==> src/rtl/maze_pkg.sv <==
// ---------------------------------------------------------------------------
// maze_pkg -- shared types and constants for the maze robot datapath.
//   accum_state_e : state encoding of the IR error accumulator FSM
//   IR_W_DEF      : default width of one unsigned IR reading
//   acc_width()   : accumulator width that cannot overflow for a given
//                   reading width and number of sensor pairs
// ---------------------------------------------------------------------------
package maze_pkg;

  typedef enum logic [1:0] {
    IDLE  = 2'd0,
    ACCUM = 2'd1,
    OUT   = 2'd2
  } accum_state_e;

  localparam int unsigned IR_W_DEF = 12;

  // |sum| <= (2^ir_w - 1) * (2^npair - 1) < 2^(ir_w+npair), plus one sign bit.
  function automatic int unsigned acc_width(input int unsigned ir_w,
                                            input int unsigned npair);
    return ir_w + npair + 1;
  endfunction

endpackage

==> src/rtl/err_accum_n_if.sv <==
// ---------------------------------------------------------------------------
// err_accum_n_if -- signal bundle between the IR front end / cmd_proc and
// the error accumulator.
//   master : drives IR_R, IR_L, IR_vld, line_present, err_opn_lp, clr_ovr;
//            observes error, err_vld, busy, overrun
//   slave  : the accumulator side (opposite directions)
// ---------------------------------------------------------------------------
interface err_accum_n_if
  import maze_pkg::*;
#(
  parameter int unsigned NPAIR = 4,
  parameter int unsigned IR_W  = IR_W_DEF,
  parameter int unsigned OUT_W = 16
);

  logic        [NPAIR*IR_W-1:0] IR_R;
  logic        [NPAIR*IR_W-1:0] IR_L;
  logic                         IR_vld;
  logic                         line_present;
  logic        [OUT_W-1:0]      err_opn_lp;
  logic                         clr_ovr;
  logic signed [OUT_W-1:0]      error;
  logic                         err_vld;
  logic                         busy;
  logic                         overrun;

  modport master (
    output IR_R, IR_L, IR_vld, line_present, err_opn_lp, clr_ovr,
    input  error, err_vld, busy, overrun
  );

  modport slave (
    input  IR_R, IR_L, IR_vld, line_present, err_opn_lp, clr_ovr,
    output error, err_vld, busy, overrun
  );

endinterface

==> src/rtl/err_sat.sv <==
// ---------------------------------------------------------------------------
// err_sat -- purely combinational signed saturation from IN_W to OUT_W bits.
//   din_i  : signed IN_W input
//   dout_o : signed OUT_W result, clipped to [-2^(OUT_W-1), 2^(OUT_W-1)-1]
// When IN_W <= OUT_W the value always fits and is just sign-extended.
// ---------------------------------------------------------------------------
module err_sat #(
  parameter int unsigned IN_W  = 17,
  parameter int unsigned OUT_W = 16
) (
  input  logic signed [IN_W-1:0]  din_i,
  output logic signed [OUT_W-1:0] dout_o
);

  generate
    if (IN_W <= OUT_W) begin : g_ext
      assign dout_o = OUT_W'(din_i);
    end else begin : g_clip
      localparam logic signed [IN_W-1:0] MAXV =
        {{(IN_W-OUT_W+1){1'b0}}, {(OUT_W-1){1'b1}}};
      localparam logic signed [IN_W-1:0] MINV =
        {{(IN_W-OUT_W+1){1'b1}}, {(OUT_W-1){1'b0}}};

      always_comb begin
        if (din_i > MAXV) begin
          dout_o = MAXV[OUT_W-1:0];
        end else if (din_i < MINV) begin
          dout_o = MINV[OUT_W-1:0];
        end else begin
          dout_o = din_i[OUT_W-1:0];
        end
      end
    end
  endgenerate

endmodule

==> src/rtl/err_accum_n.sv <==
// ---------------------------------------------------------------------------
// err_accum_n -- weighted IR line-position error accumulator.
// On an accepted IR_vld the NPAIR right/left readings are snapshotted, then
// one pair per cycle is folded into the accumulator as (R[k]-L[k]) << k
// using a single subtract/add datapath. The result (saturated to OUT_W) or
// the open-loop term err_opn_lp, chosen by line_present in the output cycle,
// is presented on error with a one-cycle err_vld strobe.
//   clk, rst_n        : clock, asynchronous active-low reset
//   bus.IR_R / IR_L   : flattened readings, pair k at [k*IR_W +: IR_W]
//   bus.IR_vld        : strobe, readings valid this cycle
//   bus.line_present  : 1 -> sensor error, 0 -> err_opn_lp
//   bus.err_opn_lp    : open-loop steering term
//   bus.clr_ovr       : clears overrun
//   bus.error         : signed error, held between strobes
//   bus.err_vld       : one-cycle strobe, error updated
//   bus.busy          : computation in flight
//   bus.overrun       : sticky, an IR_vld was dropped while busy
// Latency IR_vld -> err_vld is NPAIR+1 cycles; one result per NPAIR+2.
// ---------------------------------------------------------------------------
module err_accum_n
  import maze_pkg::*;
#(
  parameter int unsigned NPAIR = 4,
  parameter int unsigned IR_W  = IR_W_DEF,
  parameter int unsigned OUT_W = 16
) (
  input  logic         clk,
  input  logic         rst_n,
  err_accum_n_if.slave bus
);

  localparam int unsigned ACC_W = acc_width(IR_W, NPAIR);
  localparam int unsigned IDX_W = $clog2(NPAIR);

  accum_state_e                state_q, state_d;
  logic        [NPAIR*IR_W-1:0] r_q, r_d;
  logic        [NPAIR*IR_W-1:0] l_q, l_d;
  logic        [IDX_W-1:0]      idx_q, idx_d;
  logic signed [ACC_W-1:0]      acc_q, acc_d;
  logic signed [OUT_W-1:0]      error_q, error_d;
  logic                         overrun_q, overrun_d;

  logic        [IR_W-1:0]       r_sel, l_sel;
  logic signed [IR_W:0]         diff;
  logic signed [ACC_W-1:0]      diff_ext;
  logic signed [ACC_W-1:0]      term;
  logic signed [OUT_W-1:0]      sat_val;
  logic signed [OUT_W-1:0]      result;
  logic                         busy;
  logic                         out_cyc;

  // Pair select from the snapshot registers for the current index.
  always_comb begin
    r_sel = '0;
    l_sel = '0;
    for (int unsigned k = 0; k < NPAIR; k++) begin
      if (idx_q == IDX_W'(k)) begin
        r_sel = r_q[k*IR_W +: IR_W];
        l_sel = l_q[k*IR_W +: IR_W];
      end
    end
  end

  // Shared datapath: one subtract, sign-extend, weight by 2^idx.
  assign diff     = $signed({1'b0, r_sel}) - $signed({1'b0, l_sel});
  assign diff_ext = {{NPAIR{diff[IR_W]}}, diff};
  assign term     = diff_ext << idx_q;

  err_sat #(
    .IN_W (ACC_W),
    .OUT_W(OUT_W)
  ) u_sat (
    .din_i (acc_q),
    .dout_o(sat_val)
  );

  // line_present is looked at only in the OUT cycle.
  assign result = bus.line_present ? sat_val : $signed(bus.err_opn_lp);

  always_comb begin
    state_d = state_q;
    r_d     = r_q;
    l_d     = l_q;
    idx_d   = idx_q;
    acc_d   = acc_q;
    error_d = error_q;
    busy    = 1'b0;
    out_cyc = 1'b0;

    unique case (state_q)
      IDLE: begin
        if (bus.IR_vld) begin
          r_d     = bus.IR_R;
          l_d     = bus.IR_L;
          idx_d   = '0;
          acc_d   = '0;
          state_d = ACCUM;
        end
      end
      ACCUM: begin
        busy  = 1'b1;
        acc_d = acc_q + term;
        if (idx_q == IDX_W'(NPAIR-1)) begin
          state_d = OUT;
        end else begin
          idx_d = idx_q + 1'b1;
        end
      end
      OUT: begin
        busy    = 1'b1;
        out_cyc = 1'b1;
        error_d = result;
        state_d = IDLE;
      end
      default: begin
        state_d = IDLE;
      end
    endcase
  end

  // A dropped strobe beats a simultaneous clear.
  always_comb begin
    overrun_d = overrun_q;
    if (bus.IR_vld && busy) begin
      overrun_d = 1'b1;
    end else if (bus.clr_ovr) begin
      overrun_d = 1'b0;
    end
  end

  always_ff @(posedge clk or negedge rst_n) begin
    if (!rst_n) begin
      state_q   <= IDLE;
      r_q       <= '0;
      l_q       <= '0;
      idx_q     <= '0;
      acc_q     <= '0;
      error_q   <= '0;
      overrun_q <= 1'b0;
    end else begin
      state_q   <= state_d;
      r_q       <= r_d;
      l_q       <= l_d;
      idx_q     <= idx_d;
      acc_q     <= acc_d;
      error_q   <= error_d;
      overrun_q <= overrun_d;
    end
  end

  // The new value is visible in the strobe cycle itself and registered for
  // holding afterwards.
  assign bus.error   = out_cyc ? result : error_q;
  assign bus.err_vld = out_cyc;
  assign bus.busy    = busy;
  assign bus.overrun = overrun_q;

endmodule

==> src/flat_wrapper.sv <==
// flat-port wrapper written by rule: the top's interface ports become plain ports
module err_accum_n_flat import maze_pkg::*;
#(
  parameter int unsigned NPAIR = 4,
  parameter int unsigned IR_W  = IR_W_DEF,
  parameter int unsigned OUT_W = 16
)
  (clk, rst_n, bus_IR_R, bus_IR_L, bus_IR_vld, bus_line_present, bus_err_opn_lp, bus_clr_ovr, bus_error, bus_err_vld, bus_busy, bus_overrun);
  err_accum_n_if #(.NPAIR(NPAIR), .IR_W(IR_W), .OUT_W(OUT_W)) bus_i ();
  input  logic clk;
  input  logic rst_n;
  input wire logic [$bits(bus_i.IR_R)-1:0] bus_IR_R;
  input wire logic [$bits(bus_i.IR_L)-1:0] bus_IR_L;
  input wire logic [$bits(bus_i.IR_vld)-1:0] bus_IR_vld;
  input wire logic [$bits(bus_i.line_present)-1:0] bus_line_present;
  input wire logic [$bits(bus_i.err_opn_lp)-1:0] bus_err_opn_lp;
  input wire logic [$bits(bus_i.clr_ovr)-1:0] bus_clr_ovr;
  output wire logic [$bits(bus_i.error)-1:0] bus_error;
  output wire logic [$bits(bus_i.err_vld)-1:0] bus_err_vld;
  output wire logic [$bits(bus_i.busy)-1:0] bus_busy;
  output wire logic [$bits(bus_i.overrun)-1:0] bus_overrun;
  assign bus_i.IR_R = bus_IR_R;
  assign bus_i.IR_L = bus_IR_L;
  assign bus_i.IR_vld = bus_IR_vld;
  assign bus_i.line_present = bus_line_present;
  assign bus_i.err_opn_lp = bus_err_opn_lp;
  assign bus_i.clr_ovr = bus_clr_ovr;
  assign bus_error = bus_i.error;
  assign bus_err_vld = bus_i.err_vld;
  assign bus_busy = bus_i.busy;
  assign bus_overrun = bus_i.overrun;
  err_accum_n #(.NPAIR(NPAIR), .IR_W(IR_W), .OUT_W(OUT_W)) u_core (.clk(clk), .rst_n(rst_n), .bus(bus_i));
endmodule
==> config.mk <==
export PLATFORM = sky130hd
export DESIGN_NAME = err_accum_n_flat
export DESIGN_NICKNAME = d
export VERILOG_FILES = /design/src/rtl/maze_pkg.sv /design/src/rtl/err_accum_n_if.sv /design/src/rtl/err_sat.sv /design/src/rtl/err_accum_n.sv /design/src/flat_wrapper.sv
export SDC_FILE = /design/constraint.sdc
export NUM_CORES = 1
export LEC_CHECK = 0
export CAP_MARGIN = 20
export CELL_PAD_IN_SITES_DETAIL_PLACEMENT = 1
export CELL_PAD_IN_SITES_GLOBAL_PLACEMENT = 1
export CORE_ASPECT_RATIO = 1.75
export CORE_MARGIN = 4
export CORE_UTILIZATION = 44
export DETAILED_ROUTE_END_ITERATION = 16
export GPL_TIMING_DRIVEN = 0
export MAX_ROUTING_LAYER = met4
export PLACE_DENSITY_LB_ADDON = 0.1
export SYNTH_ARGS = -nofsm -noshare
export SYNTH_HDL_FRONTEND = slang
export SYNTH_SLANG_ARGS = --single-unit
==> constraint.sdc <==
create_clock -name clk -period 9.4 [get_ports clk]
set_input_delay 1.88 -clock clk [delete_from_list [all_inputs] [get_ports clk]]
set_output_delay 1.88 -clock clk [all_outputs]
set_load 0.01 [all_outputs]
# Word-level counts from Yosys, hierarchy flattened
# Index checks and enable logic that the tools add are counted.
# totals
ff_bits	134
inputBits	117
output_inout_bits	19
word_cells	55
# op_classes
n_addsub	3
magnitude_cmp	2
eq_ne	8
shift	1
mux	24
n_reduce_logical	10
# op_table
op	count
$mux 12	8
$mux 16	4
$pmux 17 s2	1
$add 17x17->17	1
$gt 17x16->1 const B	1
$lt 17x16->1 const B	1
$mux 17	1
$shl 17x2->17	1
$sub 12x12->13	1
$mux 2	4
$pmux 2 s2	2
$eq 2x2->1 const B	3
$reduce_and 2->1	3
$eq 2x1->1 const B	2
$logic_not 2->1	2
$mux 1	4
$ne 2x2->1 const B	2
$reduce_bool 2->1	2
$reduce_and 3->1	1
$add 2x1->2 const B	1
$ne 2x1->1 const B	1
$reduce_or 2->1	1
$logic_and 1x1->1	1

# Depth between registers and ports, before layout
# depth
depth_word	9
depth_mapped	28
ltp_nobuf	27

# Modules after synthesis
# A second synthesis with hierarchy kept.
# hier_totals
hier_cells	822
area_unflattened_um2	7837.5
# by_module_without_submodules
mod	n_inst	cells_each	area_per_inst_um2	seq_area_each_um2
err_accum_n	1	772	7577.3	3353.2
err_sat	1	50	260.2	0.0

# Worst setup path after synthesis
# OpenSTA, ideal clock, no wires.
# synth_path
path_type	register to register
start	reg u_core.idx_q[0]
end	reg u_core.acc_q[16]
setup_ps	74
arrival_time_ps	5114
required_time_ps	9326
setup_slack_ps	4212
stages_incl_launch_ff	29
path_buffers	2
period_less_slack_ps	5188
cell_sequence	dfrtp_1 > inv_1 > clkbuf_1 > ha_1 > clkbuf_1 > nand2_1 > nor2_1 > a21oi_1 > nor2_1 > a21oi_1 > o21ai_0 > ha_1 > inv_1 > fa_1 > a211oi_2 > o21bai_2 > o211a_4 > nor2_1 > xnor2_1 > mux2i_1 > o21ai_0 > ha_1 > a21oi_1 > o21ai_0 > a21o_1 > a31oi_1 > xor2_1 > or3_1 > o21ai_2
# synth_via
elab_chain_cells	9
elab_cells_between_ends	16
classes_between	add/sub (2); eq/ne (3); shift (1); mux (9); reduce/logical (1)
# synth_lines
item	line	source
start, declared	err_accum_n.sv:38	logic [IDX_W-1:0] idx_q, idx_d;
start signal, assigned	err_accum_n.sv:144	idx_q <= idx_d;
$logic_not 2->1	err_accum_n.sv:57	if (idx_q == IDX_W'(k)) begin
$mux 12 (4 in series)	err_accum_n.sv:57	
$sub 12x12->13	err_accum_n.sv:65	assign diff = $signed({1'b0, r_sel}) - $signed({1'b0, l_sel});
$shl 17x2->17 *	err_accum_n.sv:67	assign term = diff_ext << idx_q;
$add 17x17->17 *	err_accum_n.sv:102	acc_d = acc_q + term;
$pmux 17 s2 *	err_accum_n.sv:90	unique case (state_q)
end signal, assigned	err_accum_n.sv:137	acc_q <= '0;
end signal, assigned	err_accum_n.sv:145	acc_q <= acc_d;
end, declared	err_accum_n.sv:39	logic signed [ACC_W-1:0] acc_q, acc_d;
# Every way passes the cells marked *; elsewhere a longest branch is shown, timed or not.
# A chain may end at the register's enable or synchronous reset.

# Worst setup path after layout
# layout_path
start	reg u_core.idx_q[0]
end	reg u_core.acc_q[11]
# The elaborated chain is that of the path after synthesis.

==> results.md <==
* Layout Cells excl Fill at 1168
* Setup crit start: u_core.idx_q[0]
* # H-tree levels at 4
* Placed insts at 1136
* Setup WS pre-CTS at 2.59 ns
* Status: completed
* Placer Congestion at 0.860
* EDFF count, synth at 0
* DR iter-0 viols at 169
* Buf/Inv on CP at 4
* Setup crit end: u_core.acc_q[11]
* DRC viols at 0
* M2 GR Usage at 0.493
* Seq/Total Area, Yosys at 0.439
* Hold-fix buffers, CTS at 0
* Initial core utilization at 0.449
* Crit. End Element: flop
* Finish-stage setup viols at 0
* Post-synthesis adder-cell area fraction at 0.0695
* Core Rows at 63
* Largest net degree at the start of global routing at 98
* FF-to-FF path depth at 26
* Unrepaired setup endpoints after global routing: false
* Worst Clk Skew at 0.0136 ns
* Async SR Flop Fraction at 1.00
* Levels on crit path at 26
* IO Port Bufs at 134
* Core area at 17000 um^2
* Height of the die at 182 um
* Final hold violation count at 0
* Slowest stage delay, CP at 0.58 ns
* Vias in the first global route at 7224
* Met3 GRT Util at 0.0439
* Ports at 136
* Layout cell share with drive strength beyond 1 at 0.149
* Post-CTS Repair Setup Buffers at 0
* Routed wire per std cell at 19.6 um
* Layout Nets at 1083
* Detailed Routing Iterations Pass 1 at 4
* Setup CP Type: flop to flop
* Max Root-Sink Buffers at 2
* Crit path DAT at 6.99 ns
* Final Cycle Share at 0.708
* Sink Count at 134
* Yosys top cell area share at 0.439
* Worst R2R End: u_core.acc_q[11]
* Worst EP required at 9.74 ns
* Post-layout util at 0.582
* Total Die Area at 19600 um^2
* Worst path slowest cell: a41oi_1
* Yosys Warn Count at 0
* Synth cell count leaders: dfrtp_1 (134), mux2_2 (98), a21oi_1 (94)
* GR met1 Demand/Resource at 0.227
* Syn Area/Cell at 9.87 um^2
* Critical path startpoint category: flop
* Busiest grt layer: met2
* Fin Setup TNS at 0 ns
* Total number of vias at 6391
* # resized after CTS at 0
* Synth Instances at 774
* Top-count cell post-synth: dfrtp_1
* Synth area leader: dfrtp_1
* Tightest Pin Transition at 0.747 ns
* Clock Tree Root: clkbuf_16
* Slew margin rel. at 0.502
* Clock Latency Late Sink at 0.44 ns
* Initial antenna violation count at 0
* Largest family of logic cells by synthesized area: multiplexers
* Max-Cap Viols at 0
* Synthesis-to-finish area growth at 29.6%
* FILL cells at 1938
* Hold/Removal Path Class: flop to flop
* XOR/XNOR Fraction of Synth Area at 0.0275
* Area contributors post-synth: dfrtp_1 (44%), mux2_2 (14%), a21oi_1 (6.2%), ha_1 (5.9%), nor2_1 (4.2%)
* TritonCTS Buffers at 17
* Final min period at 6.65 ns
* Synth cell types at 49
* ANT cells at 0
* Synth Area in Simple Gates at 0.107
* Syn_nets at 929
* CTS tree: yes
* First-pass GRT wire length at 37000 um
* Max-slew violation count at 0
* Worst-path clk slew at 0.07 ns
* GRT Residual Overflow at 0
* R2R Path Start: u_core.idx_q[0]
* Post-Route WL at 22900 um
* Worst-path fanout max at 11
* Routed Antenna Nets at 0
* DIE WIDTH at 108 um
* Ys flop type: dfrtp_1
* Fmax at 150 MHz
* Dpl hpwl at 18400 um
* CP top delay family: compound AO/OA/AOI/OAI gates
* Setup ws final at 2.75 ns
* Mapped Area at 7640 um^2
* Global Route Usage Sum at 0.250
* Most used cell, CP: o21ai_0
* Vias per Instance at 5.47
* Register bit total from synthesis at 134
* Synth Area in Compound Gates at 0.160
* Flop2flop setup slack at 2.75 ns
* Mux contribution to synthesized area at 0.169
[worst min path at each step]
stage | cells past startpoint | start | endpoint | slack [ns]
2_1_floorplan | 2 | u_core.acc_q[2] | u_core.acc_q[2] | 0.48
3_3_place_gp | 1 | u_core.r_q[17] | u_core.r_q[17] | 0.49
4_1_cts | 1 | u_core.l_q[18] | u_core.l_q[18] | 0.51
5_1_grt | 1 | u_core.l_q[30] | u_core.l_q[30] | 0.52
6_report | 1 | u_core.l_q[18] | u_core.l_q[18] | 0.50
3_5_place_dp | 1 | u_core.l_q[16] | u_core.l_q[16] | 0.50
[per-stage QoR]
stage	hold slack [ns]	cell area (um^2)
after detailed placement	0.495	9290
after floorplan	0.478	7640
after CTS	0.509	9900
after global routing	0.520	9900
final	0.504	9900
after global placement	0.487	9260
[registers in the layout (all words and copies together), names as in the netlist]
signal              cells
u_core.idx_q            2
u_core.error_q         16
u_core.r_q             48
u_core.bus.overrun      1
u_core.state_q          2
u_core.l_q             48
u_core.acc_q           17
[cell type report]
class / count / area, um^2 / area share
repair buffers: 135 / 1370 / 0.138
plain buffers: 45 / 170 / 0.0172
inverters: 12 / 45.0 / 0.00455
flip-flops and latches: 134 / 3350 / 0.339
clock buffers: 19 / 443 / 0.0447
well taps: 227 / 284 / 0.0287
clock inverters: 13 / 168 / 0.0169
multi-input cells: 583 / 4070 / 0.411
[cells in the final DEF (no fill, tap or decap), drive strengths merged, types with 12 or more instances in the layout]
cell type,count
nor2,86
mux2,98
a21oi,94
clkbuf,55
nand2b,16
dfrtp,134
xnor2,18
o211ai,12
ha,36
inv,18
a31oi,16
clkdlybuf4s50,133
nand2,74
mux2i,19
o21ai,48
[cell families (layout without fill, tap and decap cells)]
group | count (synthesis) | after routing
muxes | 117 | 117
buffers and inverters | 57 | 224
xor gates and xnor gates | 24 | 24
AOI/OAI and AO/OA | 205 | 205
adders and majority gates | 42 | 42
and+or+nand+nor | 195 | 195
DFF | 134 | 134
[routing by layer]
layer  vias up  share of wire
met3        41          0.031
met4         0          0.033
met5         -              0
met1      3178           0.34
met2       138           0.60
li1       3034              -
Power is not shown: default switching activity piles up to over one toggle a cycle in this logic, so the estimate is an artifact.
